### src/rtl/rpc2_ctrl_adr_arbiter_if.sv
// ---------------------------------------------------------------------------
// rpc2_ctrl_adr_arbiter_if
//   Bundles the signals around the ADR arbiter: the AXI read-address and
//   write-address command handshakes, the write-data presence flag, and the
//   write side of the shared ADR command FIFO.
//
//   Signals:
//     adr_wr_ar_valid / adr_ar_din / adr_wr_ar_ready : read command handshake
//     adr_wr_aw_valid / adr_aw_din / adr_wr_aw_ready : write command handshake
//     wdata_ready       : write data for the head AW command is in the WDAT FIFO
//     adr_fifo_pre_full : ADR FIFO has two or fewer free entries
//     adr_fifo_wr_en    : ADR FIFO write strobe
//     adr_fifo_din      : {is_write, payload} written to the ADR FIFO
//
//   Modports:
//     master : command sources and FIFO status (the arbiter's environment)
//     slave  : the arbiter itself
// ---------------------------------------------------------------------------
interface rpc2_ctrl_adr_arbiter_if #(
    parameter int ADR_PAYLOAD_WIDTH = 46
);
    logic                         adr_wr_ar_valid;
    logic [ADR_PAYLOAD_WIDTH-1:0] adr_ar_din;
    logic                         adr_wr_ar_ready;

    logic                         adr_wr_aw_valid;
    logic [ADR_PAYLOAD_WIDTH-1:0] adr_aw_din;
    logic                         adr_wr_aw_ready;

    logic                         wdata_ready;
    logic                         adr_fifo_pre_full;

    logic                         adr_fifo_wr_en;
    logic [ADR_PAYLOAD_WIDTH:0]   adr_fifo_din;

    modport master (
        output adr_wr_ar_valid, adr_ar_din,
        output adr_wr_aw_valid, adr_aw_din,
        output wdata_ready, adr_fifo_pre_full,
        input  adr_wr_ar_ready, adr_wr_aw_ready,
        input  adr_fifo_wr_en, adr_fifo_din
    );

    modport slave (
        input  adr_wr_ar_valid, adr_ar_din,
        input  adr_wr_aw_valid, adr_aw_din,
        input  wdata_ready, adr_fifo_pre_full,
        output adr_wr_ar_ready, adr_wr_aw_ready,
        output adr_fifo_wr_en, adr_fifo_din
    );
endinterface

### src/rtl/rpc2_ctrl_adr_arbiter.sv
// ---------------------------------------------------------------------------
// rpc2_ctrl_adr_arbiter
//   Shares the single ADR command FIFO between the AXI read-address path and
//   the AXI write-address path. One command is accepted per cycle, tagged
//   with a read/write bit and written to the FIFO one cycle later through a
//   single register stage. Same-direction runs are kept together, but a run
//   is cut after MAX_CONSEC grants whenever the other side is waiting.
//
//   Ports:
//     clk   : sole clock, rising edge
//     reset : asynchronous, active-high reset
//     bus   : slave modport of rpc2_ctrl_adr_arbiter_if (both command
//             handshakes, wdata_ready, FIFO pre-full and FIFO write port)
// ---------------------------------------------------------------------------
module rpc2_ctrl_adr_arbiter #(
    parameter int ADR_PAYLOAD_WIDTH = 46,
    parameter int MAX_CONSEC        = 4,
    parameter int CNT_WIDTH         = 3
) (
    input logic                      clk,
    input logic                      reset,
    rpc2_ctrl_adr_arbiter_if.slave   bus
);

    localparam logic [1:0] ST_IDLE = 2'd0;
    localparam logic [1:0] ST_RD   = 2'd1;
    localparam logic [1:0] ST_WR   = 2'd2;

    localparam logic [CNT_WIDTH-1:0] MAX_CNT = CNT_WIDTH'(MAX_CONSEC);
    localparam logic [CNT_WIDTH-1:0] ONE_CNT = CNT_WIDTH'(1);

    logic [1:0]                   state;
    logic [CNT_WIDTH-1:0]         cnt;
    logic [CNT_WIDTH-1:0]         cnt_inc;
    logic                         last_owner;

    logic                         elig_rd;
    logic                         elig_wr;
    logic                         can_issue;
    logic                         grant_rd;
    logic                         grant_wr;

    logic                         fifo_wr_en;
    logic [ADR_PAYLOAD_WIDTH:0]   fifo_din;

    // A write command only competes once its data is already in the WDAT
    // FIFO; the pre-full margin of two covers the one write still in flight
    // in the output register.
    assign elig_rd   = bus.adr_wr_ar_valid;
    assign elig_wr   = bus.adr_wr_aw_valid & bus.wdata_ready;
    assign can_issue = ~bus.adr_fifo_pre_full & ~reset;

    assign cnt_inc   = (cnt == MAX_CNT) ? cnt : cnt + ONE_CNT;

    // Grant selection. The run limit only bites while the opposite side is
    // eligible; an unopposed side keeps streaming with cnt saturated. A
    // write run that loses its wdata_ready hands over to a waiting read at
    // once, regardless of cnt.
    always_comb begin
        grant_rd = 1'b0;
        grant_wr = 1'b0;
        if (can_issue) begin
            case (state)
                ST_RD: begin
                    if (elig_rd && (!elig_wr || cnt < MAX_CNT)) begin
                        grant_rd = 1'b1;
                    end else if (elig_wr) begin
                        grant_wr = 1'b1;
                    end
                end
                ST_WR: begin
                    if (elig_wr && (!elig_rd || cnt < MAX_CNT)) begin
                        grant_wr = 1'b1;
                    end else if (elig_rd) begin
                        grant_rd = 1'b1;
                    end
                end
                default: begin
                    if (elig_rd && elig_wr) begin
                        grant_rd = last_owner;
                        grant_wr = ~last_owner;
                    end else begin
                        grant_rd = elig_rd;
                        grant_wr = elig_wr;
                    end
                end
            endcase
        end
    end

    // A grant is only ever given to an eligible (hence valid) side, so the
    // grant itself is already "grant & valid".
    assign bus.adr_wr_ar_ready = grant_rd;
    assign bus.adr_wr_aw_ready = grant_wr;

    // Run tracking. A stall leaves state, cnt and last_owner untouched so
    // the run resumes exactly where it paused once the FIFO drains.
    always_ff @(posedge clk or posedge reset) begin
        if (reset) begin
            state      <= ST_IDLE;
            cnt        <= '0;
            last_owner <= 1'b1;
        end else if (can_issue) begin
            if (grant_rd) begin
                last_owner <= 1'b0;
                if (state == ST_RD) begin
                    cnt <= cnt_inc;
                end else begin
                    state <= ST_RD;
                    cnt   <= ONE_CNT;
                end
            end else if (grant_wr) begin
                last_owner <= 1'b1;
                if (state == ST_WR) begin
                    cnt <= cnt_inc;
                end else begin
                    state <= ST_WR;
                    cnt   <= ONE_CNT;
                end
            end else begin
                state <= ST_IDLE;
                cnt   <= '0;
            end
        end
    end

    // Output stage: one FIFO write per accept, one cycle later. The data
    // register keeps its last value between writes; an async reset drops
    // any accepted command that has not reached the FIFO yet.
    always_ff @(posedge clk or posedge reset) begin
        if (reset) begin
            fifo_wr_en <= 1'b0;
            fifo_din   <= '0;
        end else begin
            fifo_wr_en <= grant_rd | grant_wr;
            if (grant_rd) begin
                fifo_din <= {1'b0, bus.adr_ar_din};
            end else if (grant_wr) begin
                fifo_din <= {1'b1, bus.adr_aw_din};
            end
        end
    end

    assign bus.adr_fifo_wr_en = fifo_wr_en;
    assign bus.adr_fifo_din   = fifo_din;

endmodule
### src/flat_wrapper.sv
// flat-port wrapper written by rule: the top's interface ports become plain ports
module rpc2_ctrl_adr_arbiter_flat 
#(
    parameter int ADR_PAYLOAD_WIDTH = 46,
    parameter int MAX_CONSEC        = 4,
    parameter int CNT_WIDTH         = 3
)
  (clk, reset, bus_adr_wr_ar_valid, bus_adr_ar_din, bus_adr_wr_aw_valid, bus_adr_aw_din, bus_wdata_ready, bus_adr_fifo_pre_full, bus_adr_wr_ar_ready, bus_adr_wr_aw_ready, bus_adr_fifo_wr_en, bus_adr_fifo_din);
  rpc2_ctrl_adr_arbiter_if #(.ADR_PAYLOAD_WIDTH(ADR_PAYLOAD_WIDTH)) bus_i ();
  input logic clk;
  input logic reset;
  input wire logic [$bits(bus_i.adr_wr_ar_valid)-1:0] bus_adr_wr_ar_valid;
  input wire logic [$bits(bus_i.adr_ar_din)-1:0] bus_adr_ar_din;
  input wire logic [$bits(bus_i.adr_wr_aw_valid)-1:0] bus_adr_wr_aw_valid;
  input wire logic [$bits(bus_i.adr_aw_din)-1:0] bus_adr_aw_din;
  input wire logic [$bits(bus_i.wdata_ready)-1:0] bus_wdata_ready;
  input wire logic [$bits(bus_i.adr_fifo_pre_full)-1:0] bus_adr_fifo_pre_full;
  output wire logic [$bits(bus_i.adr_wr_ar_ready)-1:0] bus_adr_wr_ar_ready;
  output wire logic [$bits(bus_i.adr_wr_aw_ready)-1:0] bus_adr_wr_aw_ready;
  output wire logic [$bits(bus_i.adr_fifo_wr_en)-1:0] bus_adr_fifo_wr_en;
  output wire logic [$bits(bus_i.adr_fifo_din)-1:0] bus_adr_fifo_din;
  assign bus_i.adr_wr_ar_valid = bus_adr_wr_ar_valid;
  assign bus_i.adr_ar_din = bus_adr_ar_din;
  assign bus_i.adr_wr_aw_valid = bus_adr_wr_aw_valid;
  assign bus_i.adr_aw_din = bus_adr_aw_din;
  assign bus_i.wdata_ready = bus_wdata_ready;
  assign bus_i.adr_fifo_pre_full = bus_adr_fifo_pre_full;
  assign bus_adr_wr_ar_ready = bus_i.adr_wr_ar_ready;
  assign bus_adr_wr_aw_ready = bus_i.adr_wr_aw_ready;
  assign bus_adr_fifo_wr_en = bus_i.adr_fifo_wr_en;
  assign bus_adr_fifo_din = bus_i.adr_fifo_din;
  rpc2_ctrl_adr_arbiter #(.ADR_PAYLOAD_WIDTH(ADR_PAYLOAD_WIDTH), .MAX_CONSEC(MAX_CONSEC), .CNT_WIDTH(CNT_WIDTH)) u_core (.clk(clk), .reset(reset), .bus(bus_i));
endmodule
### config.mk
export PLATFORM = sky130hd
export DESIGN_NAME = rpc2_ctrl_adr_arbiter_flat
export DESIGN_NICKNAME = d
export VERILOG_FILES = /design/src/rtl/rpc2_ctrl_adr_arbiter_if.sv /design/src/rtl/rpc2_ctrl_adr_arbiter.sv /design/src/flat_wrapper.sv
export SDC_FILE = /design/constraint.sdc
export NUM_CORES = 1
export LEC_CHECK = 0
export ABC_CLOCK_PERIOD_IN_PS = 4700
export CORE_MARGIN = 3
export CORE_UTILIZATION = 43
export CTS_BUF_LIST = sky130_fd_sc_hd__clkbuf_2
export DETAILED_ROUTE_END_ITERATION = 16
export HOLD_SLACK_MARGIN = 0.12
export PLACE_DENSITY = 0.88
export SLEW_MARGIN = 10
export SYNTH_ARGS = -nofsm -noshare
export SYNTH_HDL_FRONTEND = slang
export SYNTH_SLANG_ARGS = --single-unit
export TNS_END_PERCENT = 30
### constraint.sdc
create_clock -name clk -period 4.7 [get_ports clk]
set_input_delay 0.94 -clock clk [delete_from_list [all_inputs] [get_ports clk]]
set_output_delay 0.94 -clock clk [all_outputs]
set_load 0.02 [all_outputs]
# After elaboration in Yosys (flattened, before gate mapping)
# Cells that the tools add are included.
classes:
  n_addsub: 1
  multipliers: 0
  div_mod_pow: 0
  magnitude_cmp: 1
  n_eq_ne: 5
  shifts: 0
  muxes: 25
  bitwise: 6
  reduce_logical: 10
ops:
  columns: ["cell", "n"]
  rows:
  - ["2-to-1 mux 47 bit", 2]
  - ["2-to-1 mux 3 bit", 5]
  - ["2-to-1 mux 1 bit", 12]
  - ["2-to-1 mux 2 bit", 4]
  - ["case mux 1 bit (2 select lines)", 2]
  - ["adder 3 x 1 -> 3 bit (second input constant)", 1]
  - ["== test 3 bit (second input constant)", 1]
  - ["logical AND 1 bit", 3]
  - ["less-than comparator 3 bit (second input constant)", 1]
  - ["!= test 3 x 2 -> 1 bit (second input constant)", 1]
  - ["NOT 1 bit", 3]
  - ["AND reduction 3 bit", 1]
  - ["bitwise AND 1 bit", 2]
  - ["== test 2 x 1 -> 1 bit (second input constant)", 1]
  - ["== test 2 bit (second input constant)", 1]
  - ["zero test 1 bit", 2]
  - ["logical OR 1 bit", 2]
  - ["!= test 2 bit (second input constant)", 1]
  - ["AND reduction 2 bit", 1]
  - ["nonzero test 2 bit", 1]
  - ["OR 1 bit", 1]
word_totals:
  reg_bits: 54
  latchBits: 0
  ramBits: 0
  rom_bits: 0
  inputBits: 98
  output_inout_bits: 50
  elab_cells: 53
  n_memories: 0

# Longest topological paths before layout
# Gate-level depths: netlist (run 1).
depth:
  ltp_word: 9
  depth_mapped: 10
  mapped_depth_nobuf: 8

# Least setup slack after synthesis (run 1)
# No wires, ideal clock.
synth_timing:
  kind: "input to output"
  from: "in bus_adr_wr_ar_valid"
  to: "out bus_adr_wr_aw_ready"
  arrival_ns: 1.728
  required_time_ns: 3.760
  slack_ns: 2.032
  cell_stages: 5
  n_path_buf: 1
  path_cell_list: "and2_1 -> o21ai_0 -> nand4_2 -> inv_2 -> buf_2"
synth_via:
  elab_chain_cells: 6
  word_cells_on_any_way: 10
  classes_between: "5 x mux; 5 x reduce/logical"
synth_lines:
  columns: ["item", "line", "rtl"]
  rows:
  - ["start: declaration", "flat_wrapper.sv:12", "input wire logic [$bits(bus_i.adr_wr_ar_valid)-1:0] bus_adr_wr_ar_valid;"]
  - ["zero test 1 bit", "rpc2_ctrl_adr_arbiter.sv:72", "if (elig_wr && (!elig_rd || cnt < MAX_CNT)) begin"]
  - ["logical OR 1 bit", "rpc2_ctrl_adr_arbiter.sv:72", null]
  - ["logical AND 1 bit", "rpc2_ctrl_adr_arbiter.sv:72", null]
  - ["2-to-1 mux 1 bit", "rpc2_ctrl_adr_arbiter.sv:72", null]
  - ["case mux 1 bit (2 select lines) *", "rpc2_ctrl_adr_arbiter.sv:63", "case (state)"]
  - ["2-to-1 mux 1 bit *", "rpc2_ctrl_adr_arbiter.sv:62", "if (can_issue) begin"]
  - ["end: declaration", "flat_wrapper.sv:19", "output wire logic [$bits(bus_i.adr_wr_aw_ready)-1:0] bus_adr_wr_aw_ready;"]
# Mark *: on every way between the ends. The rest lies on a longest branch, timed or not.

# Worst setup path after layout (run 1)
layout_timing:
  from: "in bus_adr_wr_ar_valid"
  to: "out bus_adr_wr_ar_ready"
layout_via:
  elab_chain_cells: 6
  word_cells_on_any_way: 11
  classes_between: "6 x mux; 5 x reduce/logical"
layout_lines:
  columns: ["item", "line", "rtl"]
  rows:
  - ["zero test 1 bit", "rpc2_ctrl_adr_arbiter.sv:72", null]
  - ["logical OR 1 bit", "rpc2_ctrl_adr_arbiter.sv:72", null]
  - ["logical AND 1 bit", "rpc2_ctrl_adr_arbiter.sv:72", null]
  - ["2-to-1 mux 1 bit", "rpc2_ctrl_adr_arbiter.sv:72", null]
  - ["case mux 1 bit (2 select lines) *", "rpc2_ctrl_adr_arbiter.sv:63", null]
  - ["2-to-1 mux 1 bit *", "rpc2_ctrl_adr_arbiter.sv:62", null]
  - ["end: declaration", "flat_wrapper.sv:18", "output wire logic [$bits(bus_i.adr_wr_ar_ready)-1:0] bus_adr_wr_ar_ready;"]
# Marks and branches as above.

==> summary.md, run 1 <==
| Metric | Value |
|---|---|
| Status | `finished, final reports clean` |
| Clock skew | `15.8 ps` |
| DIE HEIGHT | `84.5 µm` |
| Crit path largest cell delay | `630 ps` |
| GRT Util Overall | `0.206` |
| CTS Hold Bufs | `0` |
| Worst-path clk slew | `260 ps` |
| Site Rows | `27` |
| Final net count | `552` |
| Pin count of the biggest net entering global routing | `95` |
| Ys Warns | `0` |
| CP delay by family, top | `buffers and inverters` |
| CP arrival | `2810 ps` |
| Skew-Pair Late Insertion Delay | `430 ps` |
| Critical Path Fanout Max | `9` |
| Crit path launch | `bus_adr_wr_ar_valid` |
| Unrepaired setup endpoints after global routing | `no` |
| DR pass1 iterations | `4` |
| Cell Pwr Density | `587 nW/µm²` |
| Cell area after synthesis | `2650 µm²` |
| Most frequent cells in the layout | `clkdlybuf4s50_1 (147), nand2_1 (99), nor2_1 (54)` |
| Inserted Clock Buffers | `5` |
| Starting Density | `0.462` |
| I/O Buffers | `147` |
| Die area | `7150 µm²` |
| Leakage | `1.81 nW` |
| Mapped Cells | `316` |
| Vias in the first global route | `2,665` |
| Clk root buf | `clkbuf_2` |
| DR vias | `2,727` |
| Highest-delay cell along the critical path | `clkdlybuf4s50_1` |
| Worst Tran Pin Value | `1090 ps` |
| Syn avg cell area | `8.39 µm²` |
| CP Cell Sequence | `clkdlybuf4s50_1 -> nand2_1 -> a31oi_1 -> o311ai_4 -> inv_2 -> clkdlybuf4s50_1` |
| Vias/cell | `5.21` |
| Worst Setup EP | `bus_adr_wr_ar_ready` |
| EDFF count, synth | `0` |
| Min Tclk post-route | `3750 ps` |
| CP bufs+invs | `3` |
| Max Cap Violations | `0` |
| DRC | `0` |
| Core area | `5740 µm²` |
| FF-to-FF End | `u_core.cnt[2]` |
| Most common cell after layout, fill and taps aside | `clkdlybuf4s50_1` |
| Ys flop type | `dfrtp_1` |
| CP Class | `in2out` |
| Die X | `84.5 µm` |
| Seq. cell area | `1350 µm²` |
| I/O pins | `148` |
| Gr ovfl total | `0` |
| CP Launch Type | `input pin` |
| Fraction of layout cells with a size suffix above 1 | `0.0377` |
| Final cycle utilization of the critical path | `0.797` |
| DRT antenna net count | `0` |
| DRT Wirelength | `7500 µm` |
| Reg2reg start | `u_core.state[1]` |
| Clock Path Buffers | `2` |
| CTS tree | `yes` |
| Fin. Hold Viols | `0` |
| CP required | `3760 ps` |
| Synthesized Nets | `418` |
| Multi-input logic area | `1130 µm²` |
| Slew Limit Fails | `0` |
| H-tree depth | `2` |
| Endpoint class of the critical path | `primary output` |
| Routability-driven placement congestion ratio | `0.812` |
| Antenna violations before repair | `0` |
| Post-CTS sizing | `0` |
| Post-DP Area | `4100 µm²` |
| Sequential area share after synthesis | `0.510` |
| Initial DRC Count | `161` |
| Layout fillers | `423` |
| R2r setup slk | `2200 ps` |
| Critical path depth | `6` |
| Area Overhead vs Synth | `57.8%` |
| Slew HR | `0.274` |
| First-pass GRT wire length | `12,200 µm` |
| WHS | `536 ps` |
| DPL Wire Length | `5370 µm` |
| WL/cell | `14.3 µm` |
| Most frequent CP cell | `clkdlybuf4s50_1` |
| Flops & latches, synth | `54` |
| Final instance area | `4190 µm²` |
| Post-synth ARST share | `1.00` |
| Worst-case reg-to-reg path depth | `8` |
| Setup TNS | `0 ps` |
| Postcts setup bufs | `0` |
| Sink Count | `54` |
| Fmax | `267 MHz` |
| Final Setup Violations | `0` |
| Peak VDD IR | `0.000356 V` |
| HP Class | `reg2reg` |
| Synth unique cells | `31` |
| Diode count | `0` |
[per-stage QoR]
| step | worst slack (ps) | power [mW] | instances | utilization |
|---|---|---|---|---|
| 6_report | 952 | 2.46 | 523 | 0.729 |
| 3_3_place_gp | 1060 | 2.15 | 515 | 0.714 |
| 3_5_place_dp | 994 | 2.20 | 515 | 0.714 |
| 2_1_floorplan | 2030 | 1.57 | 316 | - |
| 4_1_cts | 992 | 2.48 | 523 | 0.729 |
| 5_1_grt | 921 | 2.62 | 523 | 0.729 |
[worst min-delay path: stages, from the launching register on]
cell	delay (ps)
dfstp_2	440
nor2_1	100
nor2_1	50
[Yosys cell counts (all sizes together) (2+ instances only)]
| cell | number | area, µm² |
|---|---|---|
| nand2 | 99 | 372 |
| nor2 | 54 | 203 |
| dfrtp | 53 | 1330 |
| a31oi | 47 | 294 |
| buf | 23 | 139 |
| inv | 8 | 30.0 |
| o21ai | 5 | 25.0 |
| ha | 4 | 50.1 |
| a21oi | 3 | 15.0 |
| a32oi | 2 | 17.5 |
| nand3b | 2 | 15.0 |
| o211ai | 2 | 15.0 |
[cell type report]
type | count | share of cell area
tap | 72 | 0.0215
timing repair buffer | 150 | 0.357
sequential | 54 | 0.323
multi-input combinational | 231 | 0.270
clock inverter | 3 | 0.0152
clock buffer | 5 | 0.00598
inverter | 8 | 0.00717
[flip-flops by register name (all words and copies together), names as in the netlist]
signal,flops
u_core.cnt,3
u_core.bus.adr_fifo_wr_en,1
u_core.state,2
u_core.bus.adr_fifo_din,47
u_core.last_owner,1
[where the power goes]
part	internal [mW]	switching (mW)	leakage (nW)	total, mW
clock network	0.141	0.145	0.0506	0.286
registers	0.694	0.120	0.632	0.814
logic	0.639	0.718	1.13	1.36
total	1.47	0.982	1.81	2.46
[how the worst min path moves through the flow]
stage / endpoint / cells past startpoint / start / slack, ps
6_report: u_core.last_owner / 2 / u_core.last_owner / 540
5_1_grt: u_core.bus.adr_fifo_din[0] / 2 / u_core.bus.adr_fifo_din[0] / 570
4_1_cts: u_core.last_owner / 2 / u_core.last_owner / 540
2_1_floorplan: u_core.last_owner / 2 / u_core.last_owner / 480
3_5_place_dp: u_core.last_owner / 2 / u_core.last_owner / 510
3_3_place_gp: u_core.bus.adr_fifo_din[46] / 2 / u_core.bus.adr_fifo_din[46] / 490
[logic make-up (layout without fill, tap and decap cells)]
family | Yosys count | in the layout | synth area share
adders and majority gates | 4 | 4 | 0.0189
DFF | 54 | 54 | 0.510
buffers and inverters | 31 | 166 | 0.0637
and+or+nand+nor | 160 | 160 | 0.237
AOI/OAI and AO/OA | 66 | 66 | 0.167
xor gates and xnor gates | 1 | 1 | 0.00330
[routing by layer]
| metal | up-vias | part of all wire | global-route usage |
|---|---|---|---|
| li1 | 1324 | - | - |
| met1 | 1259 | 0.41 | 0.253 |
| met2 | 131 | 0.48 | 0.354 |
| met3 | 13 | 0.088 | 0.0618 |
| met4 | 0 | 0.019 | 0.0547 |
| met5 | - | 0 | 0 |
No activity file was read; power rests on OpenSTA's default activity.
==> run 2: changes to the inputs <==
- ABC_CLOCK_PERIOD_IN_PS: 4700 -> 3150
- CORE_UTILIZATION: 43 -> 36
- PLACE_DENSITY: 0.88 -> 0.79
- clock period: 4.7 -> 3.15 ns (I/O delays scaled with it)
==> run 2 against run 1 <==
  * Clock power fell by 16%
  * Register-to-register slack got worse by 1500 ps
  * Core utilization fell by 13 points
  * Worst setup slack got worse by 770 ps
  * Combinational power increased by 50%
==> summary.md, run 2 (synthesis gave the netlist of run 1 again) <==
| Metric | Value |
|---|---|
| CP Cell Sequence | `clkdlybuf4s50_1 -> nand2_1 -> o211a_1 -> o311ai_4 -> inv_2 -> clkdlybuf4s50_1 (was clkdlybuf4s50_1 -> nand2_1 -> a31oi_1 -> o311ai_4 -> inv_2 -> clkdlybuf4s50_1)` |
| Clock skew | `7.44 ps (was 15.8 ps)` |
| Min Tclk post-route | `2970 ps` |
| Crit path largest cell delay | `540 ps (was 630 ps)` |
| Initial DRC Count | `67 (was 161)` |
| Starting Density | `0.380 (was 0.462)` |
| CP arrival | `2340 ps (was 2810 ps)` |
| WL/cell | `14.2 µm (was 14.3 µm)` |
| Most frequent CP cell | `clkdlybuf4s50_1 (unchanged)` |
| CP Launch Type | `input pin (unchanged)` |
| Slew Limit Fails | `0 (unchanged)` |
| CTS tree | `yes (unchanged)` |
| Final cycle utilization of the critical path | `0.942` |
| Max FFs per register | `47 (unchanged)` |
| Most common cell after layout, fill and taps aside | `clkdlybuf4s50_1 (unchanged)` |
| DRT antenna net count | `0 (unchanged)` |
| Fmax | `337 MHz` |
| Worst Tran Pin Value | `847 ps (was 1090 ps)` |
| CP delay by family, top | `buffers and inverters (unchanged)` |
| DPL Wire Length | `5650 µm (was 5370 µm)` |
| Site Rows | `30 (was 27)` |
| GRT Util Overall | `0.183 (was 0.206)` |
| Status | `finished, final reports clean (unchanged)` |
| Clock Path Buffers | `2 (unchanged)` |
| Endpoint class of the critical path | `primary output (unchanged)` |
| WHS | `425 ps (was 536 ps)` |
| Setup TNS | `0 ps (unchanged)` |
| Diode count | `0 (unchanged)` |
| Fin. Hold Viols | `0 (unchanged)` |
| HP Class | `in2async (was reg2reg)` |
| Die area | `8430 µm² (was 7150 µm²)` |
| DR vias | `2,691 (was 2,727)` |
| I/O pins | `148 (unchanged)` |
| Gr ovfl total | `0 (unchanged)` |
| First-pass GRT wire length | `12,600 µm (was 12,200 µm)` |
| Final Setup Violations | `0 (unchanged)` |
| Antenna violations before repair | `0 (unchanged)` |
| Skew-Pair Late Insertion Delay | `390 ps (was 430 ps)` |
| Vias in the first global route | `2,665 (unchanged)` |
| CP required | `2520 ps (was 3760 ps)` |
| Layout fillers | `640 (was 423)` |
| H-tree depth | `2 (unchanged)` |
| Vias/cell | `4.91 (was 5.21)` |
| Highest-delay cell along the critical path | `clkdlybuf4s50_1 (unchanged)` |
| Routability-driven placement congestion ratio | `0.744 (was 0.812)` |
| Slew HR | `0.435 (was 0.274)` |
| Sink Count | `54 (unchanged)` |
| Core area | `6980 µm² (was 5740 µm²)` |
| Max Cap Violations | `0 (unchanged)` |
| Final core utilization | `0.600 (was 0.729)` |
| Die X | `91.8 µm (was 84.5 µm)` |
| Unrepaired setup endpoints after global routing | `no (unchanged)` |
| Clk root buf | `clkbuf_2 (unchanged)` |
| Worst-path clk slew | `240 ps (was 260 ps)` |
| Cell Pwr Density | `833 nW/µm² (was 587 nW/µm²)` |
| Pin count of the biggest net entering global routing | `95 (unchanged)` |
| Area Overhead vs Synth | `58.0% (was 57.8%)` |
| Fraction of layout cells with a size suffix above 1 | `0.0442 (was 0.0377)` |
| Final Power | `3.49 mW (was 2.46 mW)` |
| Most frequent cells in the layout | `clkdlybuf4s50_1 (146), nand2_1 (99), nor2_1 (54) (was clkdlybuf4s50_1 (147), nand2_1 (99), nor2_1 (54))` |
| DRT Wirelength | `7770 µm (was 7500 µm)` |
| Final net count | `555 (was 552)` |
| DRC | `0 (unchanged)` |
| DR pass1 iterations | `4 (unchanged)` |
| DIE HEIGHT | `91.8 µm (was 84.5 µm)` |
| Peak VDD IR | `0.000487 V (was 0.000356 V)` |
| CP Class | `in2out (unchanged)` |
| Inserted Clock Buffers | `5 (unchanged)` |
| CP bufs+invs | `3 (unchanged)` |
| CTS Hold Bufs | `0 (unchanged)` |
| I/O Buffers | `147 (unchanged)` |
| Leakage | `1.82 nW (was 1.81 nW)` |
| Critical Path Fanout Max | `3 (was 9)` |
-- run 2: changes by cell type in the layout (fill, tap and decap cells not counted) --
| cell | previous run | this run |
|---|---|---|
| a31oi_2 | 0 | 1 |
| bufinv_16 | 2 | 0 |
| dlymetal6s2s_1 | 0 | 1 |
| clkdlybuf4s50_1 | 147 | 146 |
| ha_1 | 4 | 3 |
| buf_4 | 3 | 6 |
| a31oi_1 | 47 | 46 |
| ha_2 | 0 | 1 |
-- run 2: what timing repair did --
action	CTS	global route
gates resized for setup	0	3
setup endpoints to repair	0	2
setup buffers	0	0
-- run 2: metal layers --
metal / routed length [µm] / global-route usage / vias to the layer above
li1: - / - / 1329
met1: 3190 / 0.216 / 1260
met2: 3860 / 0.321 / 94
met3: 619 / 0.0582 / 8
met4: 104 / 0.0470 / 0
met5: 0 / 0 / -
-- run 2: layout make-up --
class / count / area (µm²) / share of cell area
repair buffers: 153 / 1520 / 0.362
flip-flops and latches: 54 / 1350 / 0.323
multi-input cells: 231 / 1140 / 0.272
well taps: 96 / 120 / 0.0287
inverters: 8 / 30.0 / 0.00717
clock buffers: 5 / 25.0 / 0.00597
clock inverters: 1 / 3.75 / 0.000896
-- run 2: metrics by stage --
stage               instances  area, µm²  worst slack (ps)
floorplan                 316       2650              1030
global placement          542       4150               209
detailed placement        542       4150               187
CTS                       548       4180              43.7
global route              548       4190              10.2
finish                    548       4190               181
-- run 2: final timing paths --
| kind | startpoint | end | slack, ps | cells past startpoint |
|---|---|---|---|---|
| min reg2reg | u_core.bus.adr_fifo_din[46] | u_core.bus.adr_fifo_din[46] | 530 | 2 |
| max in group asynchronous | reset | u_core.bus.adr_fifo_din[19] | 2160 | 3 |
| max | bus_adr_wr_aw_valid | bus_adr_wr_ar_ready | 180 | 6 |
| min | reset | u_core.bus.adr_fifo_din[1] | 430 | 2 |
| min in group clk | u_core.bus.adr_fifo_din[46] | u_core.bus.adr_fifo_din[46] | 530 | 2 |
| max reg2reg | u_core.state[0] | u_core.cnt[2] | 720 | 7 |
-- run 2: power breakdown --
part	leakage (nW)	internal [mW]	switching (mW)
registers	0.632	1.04	0.178
logic	1.16	0.960	1.08
clock network	0.0223	0.0443	0.195
total	1.82	2.04	1.45
==> run 3: changes to the inputs <==
- ABC_CLOCK_PERIOD_IN_PS: 3150 -> 2500
- clock period: 3.15 -> 2.5 ns (I/O delays scaled with it)
==> run 3 against run 2 <==
  * Non-clock buffer count increased by 8
  * Worst hold slack improved by 47 ps
  * Clock skew increased by 12 ps
  * Sequential cell count unchanged
  * Sequential power increased by 27%
  * Core utilization increased by 1.2 points
  * Via count increased by 2.5%
  * Sequential share of layout area decreased by 0.62 points
  * Largest power group unchanged
==> summary.md, run 3 (synthesis gave the netlist of run 1 again) <==
| Metric | Value |
|---|---|
| Status | `finished, final reports clean (unchanged)` |
| Routability-driven placement congestion ratio | `0.801 (was 0.744)` |
| Diode count | `0 (unchanged)` |
| Pint | `2.62 mW (was 2.04 mW)` |
| Cell Pwr Density | `1050 nW/µm² (was 833 nW/µm²)` |
| GRT Util Overall | `0.185 (was 0.183)` |
| CP arrival | `1850 ps (was 2340 ps)` |
| Skew-Pair Late Insertion Delay | `430 ps (was 390 ps)` |
| Clk root buf | `clkbuf_2 (unchanged)` |
| Starting Density | `0.380 (unchanged)` |
| Clock skew | `19.6 ps (was 7.44 ps)` |
| DR pass1 iterations | `5 (was 4)` |
| Site Rows | `30 (unchanged)` |
| CTS Hold Bufs | `0 (unchanged)` |
| Critical path depth | `7 (was 6)` |
| Die area | `8430 µm² (unchanged)` |
| I/O Buffers | `147 (unchanged)` |
| Clock power share | `0.073 (was 0.068)` |
| Crit path launch | `u_core.state[1] (was bus_adr_wr_aw_valid)` |
| Most common cell after layout, fill and taps aside | `clkdlybuf4s50_1 (unchanged)` |
| Final Non-Filler Cells | `558 (was 548)` |
| Worst Tran Pin Value | `543 ps (was 847 ps)` |
| Sink Count | `54 (unchanged)` |
| Final cycle utilization of the critical path | `0.938` |
| Most frequent cells in the layout | `clkdlybuf4s50_1 (145), nand2_1 (99), nor2_1 (54) (was clkdlybuf4s50_1 (146), nand2_1 (99), nor2_1 (54))` |
| CP Cell Sequence | `buf_4 -> ha_4 -> inv_1 -> a21o_1 -> o311ai_4 -> inv_2 -> buf_2 (was clkdlybuf4s50_1 -> nand2_1 -> o211a_1 -> o311ai_4 -> inv_2 -> clkdlybuf4s50_1)` |
| Critical Path Fanout Max | `4 (was 3)` |
| Switch share | `0.417 (was 0.416)` |
| CP Class | `reg2out (was in2out)` |
| Max Cap Violations | `0 (unchanged)` |
| Crit path largest cell delay | `460 ps (was 540 ps)` |
| Endpoint class of the critical path | `primary output (unchanged)` |
| Highest-delay cell along the critical path | `dfrtp_1 (was clkdlybuf4s50_1)` |
| Die X | `91.8 µm (unchanged)` |
| WL/cell | `14.0 µm (was 14.2 µm)` |
| Reg2reg start | `u_core.state[1] (was u_core.state[0])` |
| I/O pins | `148 (unchanged)` |
| Leakage | `1.85 nW (was 1.82 nW)` |
| Vias in the first global route | `2,723 (was 2,665)` |
| DRT Wirelength | `7820 µm (was 7770 µm)` |
| Slew HR | `0.638 (was 0.435)` |
| DIE HEIGHT | `91.8 µm (unchanged)` |
| CP Launch Type | `flip-flop (was input pin)` |
| Worst-case reg-to-reg path depth | `9 (was 7)` |
| Inserted Clock Buffers | `5 (unchanged)` |
| Clock Path Buffers | `2 (unchanged)` |
| Vias/cell | `4.94 (was 4.91)` |
| Unrepaired setup endpoints after global routing | `no (unchanged)` |
| Final Setup Violations | `0 (unchanged)` |
| Area Overhead vs Synth | `61.1% (was 58.0%)` |
| Comb pwr share | `0.585 (was 0.584)` |
| Slew Limit Fails | `0 (unchanged)` |
| Inst Count DP | `548 (was 542)` |
| Reg power frac | `0.342 (was 0.348)` |
| CP bufs+invs | `4 (was 3)` |
| Setup TNS | `0 ps (unchanged)` |
| Pin count of the biggest net entering global routing | `51 (was 95)` |
| HP Class | `in2async (unchanged)` |
| DR vias | `2,757 (was 2,691)` |
| H-tree depth | `2 (unchanged)` |
| Antenna violations before repair | `0 (unchanged)` |
| Initial DRC Count | `94 (was 67)` |
| DRC | `0 (unchanged)` |
| Min Tclk post-route | `2350 ps` |
| DRT antenna net count | `0 (unchanged)` |
| Layout fillers | `613 (was 640)` |
| DPL Wire Length | `5820 µm (was 5650 µm)` |
| Final net count | `563 (was 555)` |
| R2r setup slk | `300 ps (was 720 ps)` |
| Switching Power | `1.88 mW (was 1.45 mW)` |
| Fmax | `426 MHz` |
| Seq. cell area | `1350 µm² (unchanged)` |
| Fin. Hold Viols | `0 (unchanged)` |
| CP delay by family, top | `flip-flops (was buffers and inverters)` |
| Max FFs per register | `47 (unchanged)` |
| First-pass GRT wire length | `12,800 µm (was 12,600 µm)` |
| CP required | `2000 ps (was 2520 ps)` |
| Fraction of layout cells with a size suffix above 1 | `0.0736 (was 0.0442)` |
| Multi-input logic area | `1160 µm² (was 1140 µm²)` |
| Peak VDD IR | `0.000456 V (was 0.000487 V)` |
| Core area | `6980 µm² (unchanged)` |
| Final Power | `4.50 mW (was 3.49 mW)` |
| CTS tree | `yes (unchanged)` |
| Worst-path clk slew | `270 ps (was 240 ps)` |
| FF-to-FF End | `u_core.cnt[2] (unchanged)` |
| Gr ovfl total | `0 (unchanged)` |
[run 3: changes by cell type in the layout (fill, tap and decap cells not counted)]
cell / change
inv_1: -1
clkinvlp_4: +1
ha_4: +2
clkinv_2: +1
ha_1: -1
buf_4: +8
ha_2: -1
buf_2: +2
clkdlybuf4s50_1: -1
inv_2: +1
dlymetal6s2s_1: -1
[run 3: timing repair]
| action | CTS | global route |
|---|---|---|
| endpoints found under the setup margin | 2 | 2 |
| setup buffers | 1 | 1 |
| endpoints found under the hold margin | 0 | 0 |
| resized for setup | 8 | 6 |
[run 3: how the worst max path moves through the flow]
stage | to | slack [ps]
after floorplan | bus_adr_wr_aw_ready | 510
after global placement | bus_adr_wr_ar_ready | -160
after detailed placement | bus_adr_wr_aw_ready | -230
after CTS | bus_adr_wr_aw_ready | -5
after global routing | bus_adr_wr_ar_ready | 20
final | bus_adr_wr_ar_ready | 150
[run 3: cell type report]
class                           count  share of cell area
Multi-Input combinational cell    231               0.272
Clock inverter                      3             0.00381
Sequential cell                    54               0.317
Inverter                            8             0.00703
Timing Repair Buffer              161               0.367
Tap cell                           96              0.0281
Clock buffer                        5             0.00586
[run 3: per-stage QoR]
step | cell area [µm²] | utilization | setup WS [ps] | hold slack [ps]
final | 4270 | 0.612 | 155 | 472
after global routing | 4270 | 0.612 | 20.6 | 422
after CTS | 4260 | 0.609 | -4.70 | 442
after detailed placement | 4200 | 0.601 | -226 | 497
after global placement | 4200 | 0.601 | -158 | 477
after floorplan | 2650 | - | 508 | 481
[run 3: worst min-delay path: stages]
cell and delay [ps]:
clkdlybuf4s50_1 460, inv_2 80, buf_4 310
[run 3: routing by layer]
metal	track usage	wire length (µm)
met5	0	0
met4	0.0384	72
met3	0.0582	640
met1	0.223	3160
met2	0.323	3950
[run 3: power by group through the flow]
stage               clock, mW  combinational, mW  sequential [mW]
floorplan                   0              0.925             2.03
global placement            0               2.56             1.53
detailed placement          0               2.62             1.56
CTS                     0.348               2.64             1.54
global route            0.385               2.86             1.60
finish                  0.328               2.63             1.54
